[config.mk]
export PLATFORM = sky130hd
export DESIGN_NAME = fb_pixel_fetch
export DESIGN_NICKNAME = d
export VERILOG_FILES = /design/src/rtl/fb_pixel_fetch.sv
export SDC_FILE = /design/constraint.sdc
export NUM_CORES = 1
export LEC_CHECK = 0
export CAP_MARGIN = 10
export CORE_ASPECT_RATIO = 1.2
export CORE_MARGIN = 3
export CORE_UTILIZATION = 60
export DETAILED_ROUTE_END_ITERATION = 10
export PLACE_DENSITY = 0.8
export SLEW_MARGIN = 30
export SYNTH_ARGS = -nofsm -noshare
export SYNTH_HDL_FRONTEND = slang
export SYNTH_SLANG_ARGS = --single-unit
[constraint.sdc]
create_clock -name pixel_clk -period 8.4 [get_ports pixel_clk]
set_clock_uncertainty 0.1 [all_clocks]
set_input_delay 2.52 -clock pixel_clk [delete_from_list [all_inputs] [get_ports pixel_clk]]
set_output_delay 2.52 -clock pixel_clk [all_outputs]
set_load 0.02 [all_outputs]
[src/rtl/fb_pixel_fetch.sv]
// Pixel fetch stage: raster position -> framebuffer read -> palette lookup -> RGB,
// with hsync/vsync/de delayed to stay aligned with the three-cycle pixel latency.
module fb_pixel_fetch #(
  parameter int H_ACTIVE = 800,
  parameter int V_ACTIVE = 480,
  parameter int SCALE    = 2,
  parameter int IDX_W    = 4,
  parameter int ADDR_W   = 18
) (
  input  logic              pixel_clk,
  input  logic              rst_pixel,
  input  logic [9:0]        sx,
  input  logic [9:0]        sy,
  input  logic              hsync,
  input  logic              vsync,
  input  logic              de,
  output logic [ADDR_W-1:0] fb_addr,
  output logic              fb_rd_en,
  input  logic [IDX_W-1:0]  fb_data,
  input  logic              pal_we,
  input  logic [IDX_W-1:0]  pal_idx,
  input  logic [11:0]       pal_rgb,
  input  logic              swap_req,
  output logic              front_buf,
  output logic              swap_done,
  output logic [11:0]       rgb,
  output logic              hsync_o,
  output logic              vsync_o,
  output logic              de_o
);

  localparam int FB_W    = H_ACTIVE / SCALE;
  localparam int FB_H    = V_ACTIVE / SCALE;
  localparam int FB_SIZE = FB_W * FB_H;

  logic [11:0]       palette [2**IDX_W];
  logic              pending;
  logic [9:0]        row, col, row_q;
  logic [ADDR_W-1:0] base, base_q, addr_next;
  logic              swap_pt, do_swap, front_next;
  logic              de1, hs1, vs1, de2, hs2, vs2;

  assign row        = sy / 10'(SCALE);
  assign col        = sx / 10'(SCALE);
  assign swap_pt    = (sy == 10'(V_ACTIVE)) && (sx == 10'd0);
  assign do_swap    = swap_pt && (pending || swap_req);
  assign front_next = front_buf ^ do_swap;

  // Row base follows the raster one scaled row at a time; arbitrary jumps recompute it.
  always_comb begin
    base = base_q;
    if (row == row_q)
      base = base_q;
    else if (row == row_q + 10'd1)
      base = base_q + ADDR_W'(FB_W);
    else
      base = ADDR_W'(row) * ADDR_W'(FB_W);
  end

  assign addr_next = (front_next ? ADDR_W'(FB_SIZE) : '0) + base + ADDR_W'(col);

  always_ff @(posedge pixel_clk) begin
    if (rst_pixel) begin
      fb_addr   <= '0;
      fb_rd_en  <= 1'b0;
      rgb       <= 12'h000;
      de_o      <= 1'b0;
      hsync_o   <= 1'b1;
      vsync_o   <= 1'b1;
      front_buf <= 1'b0;
      swap_done <= 1'b0;
      pending   <= 1'b0;
      row_q     <= '0;
      base_q    <= '0;
      de1       <= 1'b0;
      hs1       <= 1'b1;
      vs1       <= 1'b1;
      de2       <= 1'b0;
      hs2       <= 1'b1;
      vs2       <= 1'b1;
      for (int i = 0; i < 2**IDX_W; i++) palette[i] <= 12'h000;
    end else begin
      front_buf <= front_next;
      swap_done <= do_swap;
      pending   <= do_swap ? 1'b0 : (pending | swap_req);
      row_q     <= row;
      base_q    <= base;
      fb_rd_en  <= de;
      if (de) fb_addr <= addr_next;
      de1 <= de;
      hs1 <= hsync;
      vs1 <= vsync;
      de2 <= de1;
      hs2 <= hs1;
      vs2 <= vs1;
      // RAM data for the stage-1 read arrives now; lookup sees the pre-write palette.
      rgb     <= de2 ? palette[fb_data] : 12'h000;
      de_o    <= de2;
      hsync_o <= hs2;
      vsync_o <= vs2;
      if (pal_we) palette[pal_idx] <= pal_rgb;
    end
  end

endmodule

==> flow_summary.json <==
{
  "status": "finished, final reports clean",
  "die_y_um": 169.8,
  "post-cts-setup-buffer-count": 0,
  "grt_pass1_wl_um": 47510,
  "cp-startpoint": "sy[2]",
  "yosysWarnings": 0,
  "dieWidth_um": 142.5,
  "path_buf_inv": 3,
  "n_fill_cell": 1520,
  "wirelength_um": 30480,
  "syn_inst": 1059,
  "antenna_cells": 0,
  "area_growth_pct": 14.15,
  "place_congestion": 0.9132,
  "overflow": 0,
  "slowest_delay_ns": 0.61,
  "period_needed_ns": 7.354,
  "ys.flop_type": "edfxtp_1",
  "multi_input_area_um2": 5899,
  "powerDensity_nw_per_um2": 209.7,
  "drt_first_pass_iters": 5,
  "clk_latency_ns": 0.52,
  "synthTopCellsByArea": "edfxtp_1, dfxtp_1, mux4_2, and2_1, ha_1",
  "relSlewSlack_pct": 40.04,
  "setup_viol": 0,
  "path_delay_family": "adder cells",
  "path_max_fanout": 6,
  "fin_setup_tns_ns": 0,
  "avgSynthCellArea_um2": 12.67,
  "async_reset_ff_share_pct": 0,
  "grt_max_degree": 73,
  "tightest_slew_ns": 0.8967,
  "rr_startpoint": "row_q[1]",
  "coreArea_um2": 21850,
  "fp.dieArea_um2": 24200,
  "via_per_inst": 5.985,
  "cts.sinks": 261,
  "cts_buffers": 26,
  "initial_core_util_pct": 61.41,
  "path_class": "in -> reg",
  "grt_pass1_vias": 8734,
  "fin_total_pwr_mw": 3.212,
  "layout-drive-gt1-share_pct": 13.66,
  "clkSlewWorstSetupHoldPaths_ns": 0.06,
  "period_share_pct": 87.55,
  "ff2ff_setup_slack_ns": 3.39,
  "synth-edff-count": 192,
  "hold_path.class": "reg -> reg",
  "pin_count": 83,
  "initialDrtViolationCount": 577,
  "cts_root_buffer": "clkbuf_16",
  "p_leak_nw": 5.850,
  "synthTopCellsByCount": "and2_1, edfxtp_1, dfxtp_1",
  "finalMaxSlewViolations": 0,
  "ys_seq_area_share_pct": 53.26,
  "cp.depth": 23,
  "vias": 8517,
  "htreeDepth": 1,
  "post-synth-top-count-cell": "and2_1",
  "synth.net_count": 1177,
  "yosys.area.top_type": "edfxtp_1",
  "drt-wirelength-per-cell_um": 21.42,
  "hold_viol_final": 0,
  "ys_types": 67,
  "antenna_found_initial": 2,
  "grtUsageTotal_pct": 25.40,
  "cts_hold_buf": 0,
  "regArea_um2": 7147,
  "netlist.area_leader.share_pct": 42.97,
  "max_cap_violations": 0,
  "holdWs_ns": 0.3101,
  "crit_slowest_cell": "clkdlybuf4s50_1",
  "cpMostUsedCell": "ha_1",
  "dpl.hpwl_um": 21310,
  "cp-start-kind": "input port",
  "worstPathRequired_ns": 8.68,
  "core.rowCount": 59,
  "reg2reg_to": "fb_addr[14]",
  "crit_arrival_ns": 7.63,
  "path_cells": "clkdlybuf4s50_1 > inv_1 > ha_1 > ha_1 > ha_1 > inv_1 > fa_1 > nor2b_1 > o21ai_0 > a21oi_1 > o21a_1 > nor3_1 > o21ai_1 > nand2_1 > ha_1 > ha_1 > a21o_1 > a21oi_1 > nor2_1 > a311oi_1 > o311a_1 > nand2b_1 > o221ai_1",
  "crit_path_end_kind": "flip-flop",
  "nets": 1247,
  "min_from": "hs2",
  "cts_max_path_buffers": 3,
  "ir_drop_mv": 0.1677,
  "rsz0062_at_grt": "false",
  "cts-resized-gates": 0,
  "synth_area_um2": 13420,
  "route.detailed.drc": 0,
  "synth-seq-cells": 261,
  "cts_tree": "yes",
  "portBuffers": 82,
  "antenna_left": 0,
  "r2r_cells": 16,
  "clock.fmax_mhz": 136.0,
  "crit_end": "fb_addr[17]"
}
-- worst min-delay path by stage --
stage,end,slack [ns],cells after the start
5_1_grt,hsync_o,0.33,1
3_5_place_dp,vsync_o,0.30,1
2_1_floorplan,hs2,0.29,1
6_report,hsync_o,0.31,1
4_1_cts,vsync_o,0.31,1
3_3_place_gp,hsync_o,0.29,1
-- layout make-up --
cell class / count / share of cell area [%]
inverter: 37 / 0.9066
clock inverter: 15 / 0.6698
timing repair buffer: 99 / 6.134
tap: 274 / 2.238
clock buffer: 33 / 4.884
multi-input combinational: 704 / 38.51
sequential: 261 / 46.66
-- per-layer routing --
layer | GRT usage (%) | part of all wire, % | vias to the layer above
li1 | - | - | 3976
met1 | 29.97 | 37 | 4214
met2 | 46.85 | 54 | 259
met3 | 3.879 | 4.9 | 64
met4 | 9.053 | 3.7 | 4
met5 | 0 | 0.082 | -
-- metrics by stage --
stage | setup WS [ns] | std cells | util [%] | instance area (µm²)
after floorplan | 1.613 | 1059 | - | 13420
after global placement | 0.6871 | 1375 | 66.19 | 14460
after detailed placement | 0.5520 | 1375 | 66.19 | 14460
after CTS | 1.087 | 1423 | 70.09 | 15310
after global routing | 0.6228 | 1423 | 70.10 | 15320
final | 1.046 | 1423 | 70.10 | 15320
-- flip-flops by register name, summed over array words and instances (netlist names) --
register   count
palette      192
de2            1
hsync_o        1
rgb           12
hs2            1
fb_addr       18
vs1            1
vs2            1
de1            1
pending        1
de_o           1
vsync_o        1
swap_done      1
front_buf      1
base_q        18
hs1            1
row_q          9
-- where the power goes --
| group | switching (mW) | total [mW] | internal, mW |
|---|---|---|---|
| Sequential | 0.0430 | 1.51 | 1.47 |
| Combinational | 0.306 | 0.562 | 0.256 |
| Clock | 0.479 | 1.14 | 0.659 |
-- cell families after synthesis --
family	synth area share (%)
AND/OR/NAND/NOR	18.50
flip-flops	53.26
buffers and inverters	2.779
AO/OA/AOI/OAI	4.979
multiplexers	11.51
adder cells (fa/ha/maj)	6.956
XOR/XNOR	2.023
-- cell usage in the layout (no fill, tap or decap), types with 24 or more instances in the layout --
cell type        synthesis  layout
nor2_1                  57      57
dfxtp_1                 69      69
and2_1                 211     211
mux4_2                  60      60
ha_1                    65      65
a21oi_1                 24      24
edfxtp_1               192     192
nand2_1                 27      27
clkdlybuf4s50_1          0      79
inv_1                   36      37
clkbuf_16                0      27
Power figures use the tool's default switching activity.
